File: src/rtl/rob_pkg.sv
// Shared sizing and type definitions for the reorder-buffer control slice.
package rob_pkg;
  localparam int ROB_DEPTH  = 16;
  localparam int ROB_DATA_W = 8;
  localparam int ROB_AW     = 4;

  typedef logic [ROB_AW-1:0] rob_tag_t;
  typedef logic [ROB_AW:0]   rob_cnt_t;
endpackage

File: src/rtl/rob_ptr_ctr.sv
// Wrap-around pointer: advances by one on inc and wraps naturally at 2**AW.
module rob_ptr_ctr
  import rob_pkg::*;
#(
  parameter int AW = ROB_AW
) (
  input  logic          clk,
  input  logic          rst,
  input  logic          inc,
  output logic [AW-1:0] ptr
);

  // Pointer register; power-of-two depth makes the wrap implicit.
  always_ff @(posedge clk) begin
    if (rst) begin
      ptr <= '0;
    end else if (inc) begin
      ptr <= ptr + AW'(1);
    end
  end

endmodule

File: src/rtl/rob_ctrl.sv
// Reorder-buffer control: hands out tags, steers responses into storage by tag,
// and drains storage strictly in allocation order to a valid/ready consumer.
module rob_ctrl
  import rob_pkg::*;
#(
  parameter  int DEPTH  = ROB_DEPTH,
  parameter  int DATA_W = ROB_DATA_W,
  localparam int AW     = $clog2(DEPTH)
) (
  input  logic              clk,
  input  logic              rst,
  input  logic              req_valid_i,
  output logic              req_ready_o,
  output logic [AW-1:0]     req_tag_o,
  input  logic              rsp_valid_i,
  output logic              rsp_ready_o,
  input  logic [AW-1:0]     rsp_tag_i,
  input  logic [DATA_W-1:0] rsp_data_i,
  output logic              mem_we_o,
  output logic [AW-1:0]     mem_waddr_o,
  output logic [DATA_W-1:0] mem_wdata_o,
  output logic              mem_re_o,
  output logic [AW-1:0]     mem_raddr_o,
  input  logic [DATA_W-1:0] mem_data_i,
  input  logic              mem_valid_i,
  output logic              out_valid_o,
  input  logic              out_ready_i,
  output logic [DATA_W-1:0] out_data_o,
  output logic [AW:0]       count_o,
  output logic              err_o
);

  localparam logic [AW:0] FULL = (AW+1)'(DEPTH);

  logic [AW-1:0] alloc_ptr;
  logic [AW-1:0] ret_ptr;
  logic [AW-1:0] tag_dist;
  logic [AW:0]   count;
  logic          err;
  logic          req_fire;
  logic          pop;
  logic          rsp_fire;
  logic          tag_live;

  // Admission uses the registered count, so a pop never frees a slot in the same cycle.
  assign req_ready_o = count < FULL;
  assign req_fire    = req_valid_i & req_ready_o;
  assign req_tag_o   = alloc_ptr;

  // Head is presentable only when something is outstanding and storage holds it.
  assign out_valid_o = (count != '0) & mem_valid_i;
  assign pop         = out_valid_o & out_ready_i;
  assign mem_re_o    = pop;
  assign mem_raddr_o = ret_ptr;
  assign out_data_o  = mem_data_i;

  // Storage cannot write and clear in one cycle, so a retiring cycle stalls responses.
  assign rsp_ready_o = ~pop;
  assign rsp_fire    = rsp_valid_i & rsp_ready_o;

  // A tag is live when its distance from the retire pointer lies inside the window.
  assign tag_dist    = rsp_tag_i - ret_ptr;
  assign tag_live    = {1'b0, tag_dist} < count;
  assign mem_we_o    = rsp_fire & tag_live;
  assign mem_waddr_o = rsp_tag_i;
  assign mem_wdata_o = rsp_data_i;

  assign count_o = count;
  assign err_o   = err;

  rob_ptr_ctr #(.AW(AW)) u_alloc_ptr (
    .clk (clk),
    .rst (rst),
    .inc (req_fire),
    .ptr (alloc_ptr)
  );

  rob_ptr_ctr #(.AW(AW)) u_ret_ptr (
    .clk (clk),
    .rst (rst),
    .inc (pop),
    .ptr (ret_ptr)
  );

  // Occupancy: a simultaneous allocate and retire leaves it unchanged.
  always_ff @(posedge clk) begin
    if (rst) begin
      count <= '0;
    end else if (req_fire & ~pop) begin
      count <= count + (AW+1)'(1);
    end else if (pop & ~req_fire) begin
      count <= count - (AW+1)'(1);
    end
  end

  // Sticky error for any accepted response whose tag is not outstanding.
  always_ff @(posedge clk) begin
    if (rst) begin
      err <= 1'b0;
    end else if (rsp_fire & ~tag_live) begin
      err <= 1'b1;
    end
  end

endmodule

File: config.mk
export PLATFORM = sky130hd
export DESIGN_NAME = rob_ctrl
export DESIGN_NICKNAME = d
export VERILOG_FILES = /design/src/rtl/rob_pkg.sv /design/src/rtl/rob_ptr_ctr.sv /design/src/rtl/rob_ctrl.sv
export SDC_FILE = /design/constraint.sdc
export NUM_CORES = 1
export LEC_CHECK = 0
export ABC_CLOCK_PERIOD_IN_PS = 3000
export CORE_AREA = 4 4 60 62
export DETAILED_ROUTE_END_ITERATION = 12
export DIE_AREA = 0 0 64 66
export PLACE_DENSITY = 0.87
export SLEW_MARGIN = 25
export SYNTH_ARGS = -nofsm -noshare
export SYNTH_HDL_FRONTEND = slang
export SYNTH_HIERARCHICAL = 1
export SYNTH_SLANG_ARGS = --single-unit
File: constraint.sdc
create_clock -name clk -period 3 [get_ports clk]
set_input_delay 0.6 -clock clk [delete_from_list [all_inputs] [get_ports clk]]
set_output_delay 0.6 -clock clk [all_outputs]
set_load 0.01 [all_outputs]
Word-level counts from Yosys, hierarchy flattened
Index checks and enable logic that the tools add are counted. W data, S select, Z words.

Add/subtract/negate cells: 5. Order comparisons: 2. Muxes and demuxes: 2. Bitwise logic cells: 11. Reduce and logical (&&, ||, !) cells: 2.

Operators by type and width (count): $mux W5 (2); $add A4 B1 Y4 const B (2); $and A1 B1 Y1 (8); $add A5 B1 Y5 const B (1); $lt A4 B5 Y1 (1); $lt A5 B5 Y1 const B (1); $reduce_bool A5 Y1 (1); $sub A5 B1 Y5 const B (1); $sub A4 B4 Y4 (1); $not A1 Y1 (3); $reduce_bool A2 Y1 (1).

Register bits: 14. Bits of input ports: 26.

Depth between registers and ports, before layout
Depth after elaboration: 6. Gate-level depth with buffers: 10.

Cells and area by module
Netlist, hierarchy kept.

By module, submodules not included: rob_ctrl (times used 1, cells an instance 90, area each 768.2 um^2, seq. area each 120.1 um^2); rob_ptr_ctr (times used 2, cells an instance 16, area each 178.9 um^2, seq. area each 80.1 um^2).

Worst setup path after synthesis
OpenSTA, ideal clock, no wires.

Kind: in2out. Start point: input port rsp_tag_i[0]. End point: output port mem_we_o. Data arrival time: 2274 ps. Required time: 2400 ps. Slack: 126 ps. Cell stages on the path: 9. Buffers on the path: 0. Cells stage by stage: inv_1 > ha_1 > inv_1 > fa_1 > ha_1 > a21boi_0 > o21ai_0 > a211o_2 > and3_1.

Cells in the longest elaborated chain, start to end: 3.

RTL lines: start, declared (RTL line rob_ctrl.sv:17) `input logic [AW-1:0] rsp_tag_i,`; $sub A4 B4 Y4 (RTL line rob_ctrl.sv:62) `assign tag_dist = rsp_tag_i - ret_ptr;`; $lt A4 B5 Y1 (RTL line rob_ctrl.sv:63) `assign tag_live = {1'b0, tag_dist} < count;`; $and A1 B1 Y1 (RTL line rob_ctrl.sv:64) `assign mem_we_o = rsp_fire & tag_live;`; end, declared (RTL line rob_ctrl.sv:19) `output logic mem_we_o,`.

No other way between the ends.

Final worst setup path
Same ends and word-level chain as after synthesis.

==> impl_metrics.yaml <==
run_status:
  outcome: "complete, but fails checks"
  violations: "setup timing"
cts:
  cts_root_buffer: "clkbuf_4"
  clk-insertion-delay-late_ns: 0.27
  cts_htree_levels: 1
  cts_buffer_depth: 2
  postCtsHoldBufs: 0
  cts_tree: "done"
  clk_pin_slew_ns: 0.08
  cts_sinks: 14
  numCtsBuffers: 3
timing:
  min_period_over_period_pct: 101
  rsz0062_at_grt: "true"
  slew_headroom_pct: 73.6
  post-route-min-period_ns: 3.04
  worst_slack_ns: -0.0449
  slew_violations: 0
  hold_slack_ns: 0.518
  timing.final.setup_violations: 1
  worst_pin_slew_ns: 0.395
  fin_tns_setup_ns: -0.0449
  fmax_mhz: 328
  clock_skew_ns: 0.00355
  hold_viol_final: 0
drt:
  ant_nets: 0
  wl_per_cell_um: 12.3
  first_pass_iters: 4
  vias_per_cell: 4.63
  drc: 0
  vias: 861
  drt_iter0_drc: 12
  wl_mm: 2.29
layout:
  design_area_um2: 1460
  layout_commonest_cell: "clkdlybuf4s50_1"
  final_cell_mix: "28 x clkdlybuf4s50_1, 15 x nor2_1, 14 x dfxtp_1"
  drive_gt1_share_pct: 22.5
  syn_to_final_growth_pct: 29.8
  fin_nets: 184
  diodes: 0
setup_path:
  crit_arrival_ns: 2.44
  critical_path_class: "in2out"
  cp_max_fo: 2
  cp-end-kind: "output port"
  crit_required_ns: 2.40
  crit_path_start_kind: "input pin"
placed_design:
  portBuffers: 32
  place_area_um2: 1390
  dp_hpwl_mm: 1.86
  gp_congestion: 0.759
power_and_ir_drop:
  leakage_nw: 0.626
  peakVddDrop_v: 0.000375
  power_density_nw_per_um2: 737
  p_total_mw: 1.08
synthesis:
  netlist.top_cell.by_area: "dfxtp_1"
  synth_warnings: 6
  synthArstFlopShare_pct: 0
  ys_top_cells_by_area: "dfxtp_1 25%, buf_4 14%, ha_1 13%"
  synth_top_area_share_pct: 24.9
  ys_seq_area_share_pct: 24.9
  synth.cell_area_um2: 1130
  ys.flop_type: "dfxtp_1"
  synth-seq-cells: 14
  synth.net_count: 162
  syn_inst: 122
  syn_area_per_cell_um2: 9.23
  synth_edf_count: 0
  synth_cell_types: 34
die:
  fp.dieH_um: 66
  coreArea_um2: 3030
  dieArea_um2: 4220
  row_count: 20
  start_util_pct: 37.2
  ios: 65
  die_w_um: 64
job:
  maxCapViolCount: 0
global_route:
  grt_start_max_net_pins: 12
  grt_pass1_wl_mm: 3.93
  grt_pass1_vias: 892
  grt_usage_pct: 11.6
  grt.overflow.total: 0
  grt_antenna_before_repair: 0
hold_path:
  min_path_type: "reg2reg"
==> area by class of cell <==
type	count	area, um^2
sequential	14	280
timing repair buffer	39	377
tap	44	55.1
clock buffer	3	22.5
fill	286	1570
inverter	11	46.3
multi-input combinational	75	681
==> layer usage <==
layer / vias to the layer above / track usage, % / part of all wire, %
met4: 0 / 1.35 / 0
met2: 26 / 20.1 / 50
met1: 401 / 13.9 / 41
li1: 434 / - / -
met5: - / 0 / 0
met3: 0 / 4.42 / 8.8
==> worst paths after layout <==
path	start	to	slack, ns	cells after the start
worst max register to register	count_o[3]$_SDFFE_PP0P_	count_o[4]$_SDFFE_PP0P_	0.26	9
worst min register to register	err_o$_SDFFE_PP0P_	err_o$_SDFFE_PP0P_	0.52	2
worst max-delay path	rsp_tag_i[0]	mem_we_o	-0.04	11
worst min-delay path	err_o$_SDFFE_PP0P_	err_o$_SDFFE_PP0P_	0.52	2
==> what timing repair did <==
item,CTS,global route
buffers inserted,0,1
pin swaps,6,4
cloned,0,0
resized for setup,24,3
endpoints found under the setup margin,1,1
==> logic make-up after synthesis <==
kind of cell             count (synthesis)  share of synthesized area, %
AND/OR/NAND/NOR                         30                          15.6
XOR/XNOR                                 7                          5.44
flip-flops                              14                          24.9
buffers and inverters                   33                          18.0
AO/OA/AOI/OAI                           18                          12.9
multiplexers                             6                          6.33
adder cells (fa/ha/maj)                 14                          16.9
==> registers in the layout (all words and copies together), names as in the netlist <==
signal and flops:
count_o 5, u_ret_ptr/ptr 4, u_alloc_ptr/ptr 4, err_o 1
==> report_power, final <==
| group | switching, mW | internal, mW | total [mW] | leakage [nW] |
|---|---|---|---|---|
| Sequential | 0.0670 | 0.233 | 0.300 | 0.115 |
| Clock | 0.0565 | 0.0465 | 0.103 | 0.0138 |
| Combinational | 0.296 | 0.379 | 0.675 | 0.498 |
==> critical path, cell delays in order <==
cell and delay [ns]:
buf_8 0.10, inv_4 0.04, ha_4 0.12, inv_4 0.03, fa_1 0.45, ha_1 0.28, a21boi_2 0.14, o21ai_1 0.07
a211o_2 0.31, and3_4 0.19, buf_6 0.11
==> Yosys cell counts (2+ instances only) <==
library cell  number
xor2_1             3
buf_4             21
a211oi_1           2
inv_1             11
xnor2_1            4
a21o_1             2
nand3b_1           2
nand4_2            2
mux2_4             2
fa_1               2
a21oi_1            5
mux2i_1            3
a21bo_2            2
nor2_1            15
dfxtp_1           14
ha_1              12
nor2b_1            3
==> per-stage QoR <==
step	std cells	utilization, %	setup WS (ns)
finish	186	48.3	-0.0449
global route	186	48.3	-0.0735
CTS	185	48.0	-0.107
detailed placement	182	45.7	-0.943
global placement	182	45.7	-0.892
floorplan	122	-	0.126
Note: power is estimated with default switching activity, not from simulation.
